--- config.mk ---
export PLATFORM = sky130hd
export DESIGN_NAME = clause_dispatcher
export DESIGN_NICKNAME = d
export VERILOG_FILES = /design/src/rtl/clause_dispatcher.sv
export SDC_FILE = /design/constraint.sdc
export NUM_CORES = 1
export LEC_CHECK = 0
export BUFFER_PORTS_ARGS = -buffer_cell sky130_fd_sc_hd__buf_4
export CORE_MARGIN = 4
export CORE_UTILIZATION = 55
export CTS_BUF_LIST = sky130_fd_sc_hd__clkbuf_8
export DETAILED_ROUTE_END_ITERATION = 6
export PLACE_DENSITY = 0.77
export SYNTH_ARGS = -nofsm -noshare
export SYNTH_HDL_FRONTEND = slang
export SYNTH_SLANG_ARGS = --single-unit
--- constraint.sdc ---
create_clock -name clock -period 3.3 [get_ports clock]
set_clock_uncertainty 0.15 [all_clocks]
set_input_delay 0.66 -clock clock [delete_from_list [all_inputs] [get_ports clock]]
set_output_delay 0.66 -clock clock [all_outputs]
set_load 0.03 [all_outputs]
--- src/rtl/clause_dispatcher.sv ---
// clause_dispatcher: buffers incoming clause words in a small FIFO and hands
// each one to exactly one downstream clause queue, choosing the queue
// round-robin among those that are enabled and not full. A flush request
// stops intake, lets the buffer drain, then pulses flush_done once.
module clause_dispatcher #(
  parameter int NUM_Q      = 4,
  parameter int CLAUSE_W   = 4,
  parameter int ELEM_BITS  = 11,
  parameter int FIFO_DEPTH = 4
) (
  input  logic                          clock,
  input  logic                          reset,
  input  logic                          in_valid,
  input  logic [CLAUSE_W*ELEM_BITS-1:0] in_data,
  output logic                          in_ready,
  input  logic [NUM_Q-1:0]              q_full,
  input  logic [NUM_Q-1:0]              q_enable,
  output logic [NUM_Q-1:0]              q_valid,
  output logic [CLAUSE_W*ELEM_BITS-1:0] q_data,
  input  logic                          flush_req,
  output logic                          flush_done,
  output logic                          busy,
  output logic [15:0]                   dispatch_cnt
);

  localparam int CW   = CLAUSE_W * ELEM_BITS;
  // Pointer width kept at least 1 so a single-entry buffer still elaborates.
  localparam int PW   = (FIFO_DEPTH > 1) ? $clog2(FIFO_DEPTH) : 1;
  // Count must be able to hold FIFO_DEPTH itself.
  localparam int CNTW = $clog2(FIFO_DEPTH + 1);

  typedef enum logic [1:0] {
    ST_RUN   = 2'd0,
    ST_DRAIN = 2'd1,
    ST_DONE  = 2'd2
  } state_t;

  state_t          state_reg;
  state_t          state_next;

  logic [CW-1:0]   fifo_mem [FIFO_DEPTH];
  logic [PW-1:0]   rd_ptr_reg;
  logic [PW-1:0]   wr_ptr_reg;
  logic [CNTW-1:0] count_reg;

  logic [NUM_Q-1:0] rr_base_reg;
  logic [NUM_Q-1:0] rr_base_next;
  logic [15:0]      dispatch_cnt_reg;

  logic [NUM_Q-1:0] eligible;
  logic [NUM_Q-1:0] rot_elig;
  logic [NUM_Q-1:0] first_hot;
  logic [NUM_Q-1:0] grant;
  logic [NUM_Q-1:0] rot_terms   [NUM_Q];
  logic [NUM_Q-1:0] grant_terms [NUM_Q];

  logic fifo_nonempty;
  logic dispatch;
  logic push;
  logic run_ready;

  // Wrap-around increment that does not rely on the depth being a power of two.
  function automatic logic [PW-1:0] ptr_inc(input logic [PW-1:0] p);
    if (p == PW'(FIFO_DEPTH - 1)) begin
      return '0;
    end
    return p + PW'(1);
  endfunction

  assign eligible      = ~q_full & q_enable;
  assign fifo_nonempty = (count_reg != '0);
  // Reset suppresses the strobe so nothing leaks downstream while held.
  assign dispatch      = fifo_nonempty && (eligible != '0) && !reset;
  // Intake depends only on registered state; a pop in the same cycle does
  // not open a slot early.
  assign run_ready     = (count_reg < CNTW'(FIFO_DEPTH)) && !reset;
  assign push          = in_valid && in_ready;

  // Round-robin search expressed as constant-index rotations:
  // rot_elig[i] is the eligibility of the queue i positions above rr_base.
  generate
    for (genvar gi = 0; gi < NUM_Q; gi++) begin : g_rot
      for (genvar gj = 0; gj < NUM_Q; gj++) begin : g_rot_term
        assign rot_terms[gi][gj] = rr_base_reg[gj] & eligible[(gj + gi) % NUM_Q];
        // Map an offset hit back to an absolute queue number.
        assign grant_terms[gi][gj] = first_hot[gj] & rr_base_reg[(gi + NUM_Q - gj) % NUM_Q];
      end
      assign rot_elig[gi] = |rot_terms[gi];
      assign grant[gi]    = |grant_terms[gi];
      // Next base is the granted queue rotated up by one position.
      assign rr_base_next[(gi + 1) % NUM_Q] = grant[gi];
    end
  endgenerate

  // Pick the lowest offset from rr_base that has an eligible queue.
  always_comb begin
    logic found;
    found     = 1'b0;
    first_hot = '0;
    for (int i = 0; i < NUM_Q; i++) begin
      if (rot_elig[i] && !found) begin
        first_hot[i] = 1'b1;
        found        = 1'b1;
      end
    end
  end

  // Flush state register.
  always_ff @(posedge clock) begin
    if (reset) begin
      state_reg <= ST_RUN;
    end else begin
      state_reg <= state_next;
    end
  end

  // Flush next-state and the state-dependent handshake outputs.
  always_comb begin
    state_next = state_reg;
    in_ready   = 1'b0;
    flush_done = 1'b0;
    case (state_reg)
      ST_RUN: begin
        in_ready = run_ready;
        if (flush_req) begin
          state_next = ST_DRAIN;
        end
      end
      ST_DRAIN: begin
        // Completion is judged on the count at the start of the cycle, so an
        // empty buffer still spends one cycle here.
        if (!fifo_nonempty) begin
          state_next = ST_DONE;
        end
      end
      ST_DONE: begin
        flush_done = !reset;
        state_next = ST_RUN;
      end
      default: begin
        state_next = ST_RUN;
      end
    endcase
  end

  // FIFO pointers and occupancy; simultaneous push and pop keeps the count.
  always_ff @(posedge clock) begin
    if (reset) begin
      rd_ptr_reg <= '0;
      wr_ptr_reg <= '0;
      count_reg  <= '0;
    end else begin
      if (push) begin
        wr_ptr_reg <= ptr_inc(wr_ptr_reg);
      end
      if (dispatch) begin
        rd_ptr_reg <= ptr_inc(rd_ptr_reg);
      end
      case ({push, dispatch})
        2'b10:   count_reg <= count_reg + CNTW'(1);
        2'b01:   count_reg <= count_reg - CNTW'(1);
        default: count_reg <= count_reg;
      endcase
    end
  end

  // Clause storage; contents need no reset because count gates every read.
  always_ff @(posedge clock) begin
    if (push) begin
      fifo_mem[wr_ptr_reg] <= in_data;
    end
  end

  // Round-robin base and dispatch counter advance only on a dispatch.
  always_ff @(posedge clock) begin
    if (reset) begin
      rr_base_reg      <= NUM_Q'(1);
      dispatch_cnt_reg <= '0;
    end else if (dispatch) begin
      rr_base_reg      <= rr_base_next;
      dispatch_cnt_reg <= dispatch_cnt_reg + 16'd1;
    end
  end

  assign q_valid      = dispatch ? grant : '0;
  assign q_data       = fifo_nonempty ? fifo_mem[rd_ptr_reg] : '0;
  assign busy         = (fifo_nonempty || (state_reg != ST_RUN)) && !reset;
  assign dispatch_cnt = dispatch_cnt_reg;

endmodule

==> results of run 1 <==
==> cells in the final DEF (no fill, tap or decap), types with 6 or more instances in the layout <==
cell type,netlist,final
buf_4,1,146
ha_1,7,7
clkbuf_8,0,33
mux4_2,44,44
inv_1,11,26
xnor2_1,7,7
nand3b_1,7,7
nand2_1,13,13
nand3_1,11,11
and2_1,45,45
edfxtp_1,176,176
nor2_1,15,15
a21oi_1,17,16
or3_1,7,6
dfxtp_1,31,25
o21ai_0,6,6
==> power by group <==
group	switching, mW	internal, mW	total, mW
clock	0.868	0.913	1.78
combinational	0.992	0.808	1.80
sequential	0.117	2.95	3.07
==> cell families (layout without fill, tap and decap cells) <==
family	after synthesis	after routing	share of synthesized area
flops	207	207	0.7007
simple gates	137	137	0.09783
compound gates	46	46	0.03919
mux	45	45	0.1189
buf+inv	35	216	0.02019
xor+xnor	10	10	0.01039
fa+ha+maj	8	8	0.01277
==> cell type report <==
| class | instances | area (µm²) | area share |
|---|---|---|---|
| flip-flops and latches | 207 | 5923 | 0.5775 |
| inverters | 12 | 45.04 | 0.004392 |
| well taps | 184 | 230.2 | 0.02245 |
| clock inverters | 22 | 86.33 | 0.008418 |
| clock buffers | 33 | 454.2 | 0.04428 |
| repair buffers | 149 | 1147 | 0.1119 |
| multi-input cells | 246 | 2370 | 0.2311 |
==> metrics by stage <==
stage / hold WS [ns] / power (mW) / TNS, ns / std cells
after floorplan: 0.3012 / 4.279 / 0 / 488
after global placement: 0.3164 / 4.867 / 0 / 786
after detailed placement: 0.3193 / 4.893 / -0.01709 / 786
after CTS: 0.1402 / 6.697 / 0 / 845
after global routing: 0.1407 / 6.983 / -0.3068 / 853
final: 0.1796 / 6.653 / 0 / 853
==> worst paths after layout <==
kind / startpoint / end
worst min register to register: rd_ptr_reg[1] / register
worst max register to register: count_reg[0] / count_reg[2]
worst min-delay path: in_data[26] / fifo_mem[3][26]
worst max-delay path: rr_base_reg[1] / q_valid[3]
==> what timing repair did <==
| item | CTS | global route |
|---|---|---|
| pin swaps | 2 | 2 |
| resized for setup | 6 | 4 |
| gates cloned | 0 | 0 |
| buffers inserted | 4 | 8 |
| endpoints found under the setup margin | 4 | 4 |
==> critical path, cell delays in order (launching register included) <==
cell	delay (ns)
dfxtp_4	0.35
and3b_2	0.23
or4_4	0.54
a2111oi_4	0.23
buf_4	0.19
nand2_1	0.06
a31oi_1	0.17
buf_4	0.19
==> metal layers <==
metal  vias to the layer above  share of wire
met4                         0          0.018
met2                       196           0.52
met5                         -              0
met3                        32          0.077
met1                      2443           0.39
li1                       2247              -
==> results by group, run 1 <==
Synthesis
  • Ys flop type: edfxtp_1
  • Yosys top cell by area: edfxtp_1
  • Leading cell types by count after synthesis: edfxtp_1 (176), and2_1 (45), mux4_2 (44), dfxtp_1 (31), a21oi_1 (17)
  • Register area share after synthesis: 0.7007
  • Cell Area, Synth: 0.008428 mm²
  • YS warnings: 0
  • Ranking of synthesized cells by area: edfxtp_1 (63%), mux4_2 (12%), dfxtp_1 (7.4%), and2_1 (3.3%), ha_1 (1.0%)
  • EDFF count, synth: 176
  • Share of the synthesized area in the top cell type: 0.6271
  • Synthesized Nets: 552
  • Syn Area/Cell: 17.27 µm²
  • Yosys reg bits: 207
  • Gate Count Post-Synth: 488
  • Distinct cells, synth: 54
  • Ys async rst share: 0
  • Most frequent cell after synthesis: edfxtp_1

Worst setup path
  • Worst-case reg-to-reg path depth: 10
  • Crit start category: register
  • Arrival time worst endpoint: 2.49 ns
  • CP required: 2.49 ns
  • Worst reg-to-reg setup slack: 0.54 ns
  • Max FO, Critical Path: 4
  • Critical path class: reg -> out
  • Crit. End Element: primary output

STA
  • Slew Limit Headroom: 0.5770
  • Worst Slack Setup Final: 0.004443 ns
  • Final Critical Period: 3.296 ns
  • Final setup viols: 0
  • RSZ-0062 raised after global routing: true
  • Hold Vio Cnt, Final: 0
  • Least-Margin Pin Slew: 0.6287 ns
  • Final Cycle Share: 0.9987
  • Max-slew violation count: 0
  • Maximum clock rate: 0.3034 GHz

Floorplan
  • Die Wd: 131.8 µm
  • Core area: 0.01475 mm²
  • Die Y: 131.8 µm
  • Die area: 0.01737 mm²
  • FP Rows: 44
  • I/O pins: 123
  • Effective utilization at floorplan: 0.5712

Drt
  • DRC Markers: 0
  • Remaining antenna violation count: 0
  • First drt pass iteration count: 5
  • Final wirelength: 16730 µm
  • 1st-iter DRT viols: 311
  • WL per Instance: 19.61 µm
  • Vias post-DR: 4918
  • DR vias/cell: 5.766

Finish
  • Fill count: 972
  • Layout area overhead: 21.69%
  • Ant. Diodes: 0
  • Final Instance Area: 0.01026 mm²
  • Final layout net count: 711
  • Max reg flops: 176
  • Core Util, Final: 0.6951
  • Share of cells above drive strength 1: 0.3842

Clock network
  • Clock Path Buffers: 3
  • CTS tree: built
  • Post-CTS Hold Fix Bufs: 0
  • Clock slew at reported path FFs: 0.06 ns
  • Clk sinks: 207
  • Clock Latency Late Sink: 0.52 ns
  • Total CTS buffers: 31
  • Root Buffer: clkbuf_8
  • H-tree Lvls: 1

Placed design
  • DP HPWL: 10440 µm
  • DP Worst Slack: -0.01709 ns
  • Placed cell areas: 0.009604 mm²
  • IO buf count: 122
  • Routability cong.: 0.9731

Power and ir drop
  • Leakage: 3.666 nW
  • Cell area power density: 648.6 mW/mm²
  • Peak supply drop: 444.5 µV

Global route
  • Largest net degree at the start of global routing: 34
  • First-pass GRT wire length: 26670 µm
  • Vias in the first global route: 5101
  • GR Util met1: 0.2405
  • Grt met2 use: 0.3352
  • GRT met3 Usage: 0.04695
  • Overflow after GRT: 0
  • GR peak layer: met2
  • Antenna violations before repair: 0
  • Gr usage total: 0.1906

Outcome
  • Status: finished clean

Worst hold path
  • Class of the worst hold path: in -> reg
  • Hold Path Stages: 1

Flow run
  • Max-cap viol count: 0
Power figures use the tool's default switching activity.
==> run 2, diff against run 1 <==
- CORE_ASPECT_RATIO: not set -> 1.1
- CTS_CLUSTER_DIAMETER: not set -> 60
==> run 2 against run 1 <==
The run now ends with negative setup slack left. First-iteration DRC count up 0.64%. Utilization decreased by 0.67 points. Sequential power barely moved. Maximum frequency fell by 1.5%. Total power increased by 3.2%. Setup slack got worse by 0.052 ns. Non-clock buffer count down 7. Sequential share of layout area down 0.66 points. Wire length rose by 3.4%. Highest routed layer unchanged.
==> results by group, run 2 (synthesized netlist as in run 1, its figures left out) <==
Drt
  • Vias post-DR: 4956 (was 4918)
  • WL per Instance: 20.13 µm (was 19.61 µm)
  • DR vias/cell: 5.769 (was 5.766)
  • DRC Markers: 0 (unchanged)
  • 1st-iter DRT viols: 313 (was 311)
  • First drt pass iteration count: 7 (was 5)
  • Final wirelength: 17290 µm (was 16730 µm)
  • Remaining antenna violation count: 0 (unchanged)

Outcome
  • Status: finished with violations (was finished clean)
  • Failing checks: negative setup slack

Global route
  • Largest net degree at the start of global routing: 40 (was 34)
  • Antenna violations before repair: 0 (unchanged)
  • Vias in the first global route: 5263 (was 5101)
  • Gr usage total: 0.2003 (was 0.1906)
  • First-pass GRT wire length: 26990 µm (was 26670 µm)
  • Overflow after GRT: 0 (unchanged)

Clock network
  • Clk sinks: 207 (unchanged)
  • Clock Latency Late Sink: 0.50 ns (was 0.52 ns)
  • Clock slew at reported path FFs: 0.06 ns (about the same)
  • CTS tree: built (unchanged)
  • Clock Path Buffers: 3 (unchanged)
  • H-tree Lvls: 2 (was 1)
  • Total CTS buffers: 34 (was 31)
  • Post-CTS Hold Fix Bufs: 0 (unchanged)
  • Root Buffer: clkbuf_8 (unchanged)

Finish
  • Fill count: 1023 (was 972)
  • Layout area overhead: 22.97% (was 21.69%)
  • Final layout net count: 707 (was 711)
  • Commonest non-fill, non-tap cells in the layout: edfxtp_1 (176), buf_4 (132), and2_1 (45) (was edfxtp_1 (176), buf_4 (146), and2_1 (45))
  • Max reg flops: 176 (unchanged)
  • Final Instance Area: 0.01036 mm² (was 0.01026 mm²)
  • Ant. Diodes: 0 (unchanged)
  • Core Util, Final: 0.6884 (was 0.6951)
  • Commonest non-fill, non-tap cell in the layout: edfxtp_1 (unchanged)
  • Share of cells above drive strength 1: 0.3906 (was 0.3842)

Worst setup path
  • CP required: 2.49 ns (about the same)
  • Critical path class: reg -> out (unchanged)
  • CP max stage delay: 0.57 ns (was 0.54 ns)
  • Crit-path cells: and3b_2 -> or4_4 -> a2111oi_4 -> buf_4 -> nand2_2 -> a21oi_2 -> buf_6 (was and3b_2 -> or4_4 -> a2111oi_4 -> buf_4 -> nand2_1 -> a31oi_1 -> buf_4)
  • CP Buf/Inv Count: 2 (unchanged)
  • Crit. End Element: primary output (unchanged)
  • Arrival time worst endpoint: 2.54 ns (was 2.49 ns)
  • Slowest cell on crit path: or4_4 (unchanged)
  • Critical path's top delay family: simple AND/OR/NAND/NOR gates (unchanged)
  • Crit start category: register (unchanged)
  • Max FO, Critical Path: 5 (was 4)

Power and ir drop
  • Peak supply drop: 410.2 µV (was 444.5 µV)
  • Leakage: 3.662 nW (was 3.666 nW)
  • Cell area power density: 662.2 mW/mm² (was 648.6 mW/mm²)
  • Pwr Total: 6.863 mW (was 6.653 mW)

STA
  • Final Cycle Share: 1.014 (was 0.9987)
  • Worst Slack Setup Final: -0.04741 ns (was 0.004443 ns)
  • Final setup viols: 4 (was 0)
  • Max-slew violation count: 0 (unchanged)
  • Final Critical Period: 3.347 ns (was 3.296 ns)
  • RSZ-0062 raised after global routing: true (unchanged)
  • Maximum clock rate: 0.2987 GHz (was 0.3034 GHz)
  • Least-Margin Pin Slew: 0.6383 ns (was 0.6287 ns)
  • Slew Limit Headroom: 0.5740 (was 0.5770)
  • Fin Setup TNS: -0.1211 ns (was 0 ns)
  • Hold Vio Cnt, Final: 0 (unchanged)

Floorplan
  • Die Y: 137.8 µm (was 131.8 µm)
  • FP Rows: 47 (was 44)
  • Die area: 0.01737 mm² (about the same)
  • Effective utilization at floorplan: 0.5598 (was 0.5712)
  • Die Wd: 126.0 µm (was 131.8 µm)
  • Core area: 0.01505 mm² (was 0.01475 mm²)
  • I/O pins: 123 (unchanged)

Placed design
  • Routability cong.: 0.9178 (was 0.9731)
  • Placed cell areas: 0.009647 mm² (was 0.009604 mm²)
  • IO buf count: 122 (unchanged)
  • DP HPWL: 10830 µm (was 10440 µm)
  • DP Worst Slack: -0.01083 ns (was -0.01709 ns)

Flow run
  • Max-cap viol count: 0 (unchanged)

Worst hold path
  • Class of the worst hold path: in -> reg (unchanged)
[run 2: where the power goes]
part	internal, mW	switching (mW)
clock network	1.05	0.924
registers	2.95	0.108
logic	0.810	1.01
total	4.82	2.05
[run 2: layout make-up]
type	count	area (µm²)	share of cell area
Timing Repair Buffer	142	1156	0.1116
Clock inverter	21	110.1	0.01062
Multi-Input combinational cell	246	2409	0.2324
Inverter	12	45.04	0.004346
Clock buffer	35	481.7	0.04648
Sequential cell	207	5917	0.5709
Tap cell	196	245.2	0.02366
[run 2: routing by layer]
| metal | track usage | vias to the layer above | wire (µm) |
|---|---|---|---|
| li1 | - | 2232 | - |
| met1 | 0.2310 | 2487 | 6423 |
| met2 | 0.3557 | 189 | 9057 |
| met3 | 0.05390 | 48 | 1199 |
| met4 | 0.08462 | 0 | 614 |
| met5 | 0 | - | 0 |
[run 2: worst register-to-register path: stages (launching register included)]
cell     delay [ns]
dfxtp_1        0.43
or3_2          0.28
o41a_1         0.28
nand2_2        0.20
inv_2          0.18
ha_1           0.21
inv_1          0.06
fa_1           0.37
xor2_1         0.16
or3_1          0.34
a21oi_1        0.16
[run 2: path summary, 6_finish.rpt]
kind                                      from               to  slack [ns]  cells after the start
worst max register to register    count_reg[2]     count_reg[2]        0.40                     10
worst min register to register   rd_ptr_reg[1]         register        0.34                      2
worst max-delay path            rr_base_reg[3]       q_valid[1]       -0.05                      7
worst min-delay path               in_data[29]  fifo_mem[2][29]        0.21                      1
[run 2: through the flow]
step | instances | hold slack, ns
4_1_cts | 854 | 0.1762
3_5_place_dp | 795 | 0.3381
6_report | 859 | 0.2128
5_1_grt | 859 | 0.1797
3_3_place_gp | 795 | 0.3217
2_1_floorplan | 488 | 0.3012
[run 2: repair_timing]
action	CTS	global route
setup buffers	3	5
gates cloned	0	0
pin swaps	1	7
resized for setup	4	15
endpoints found under the setup margin	4	4
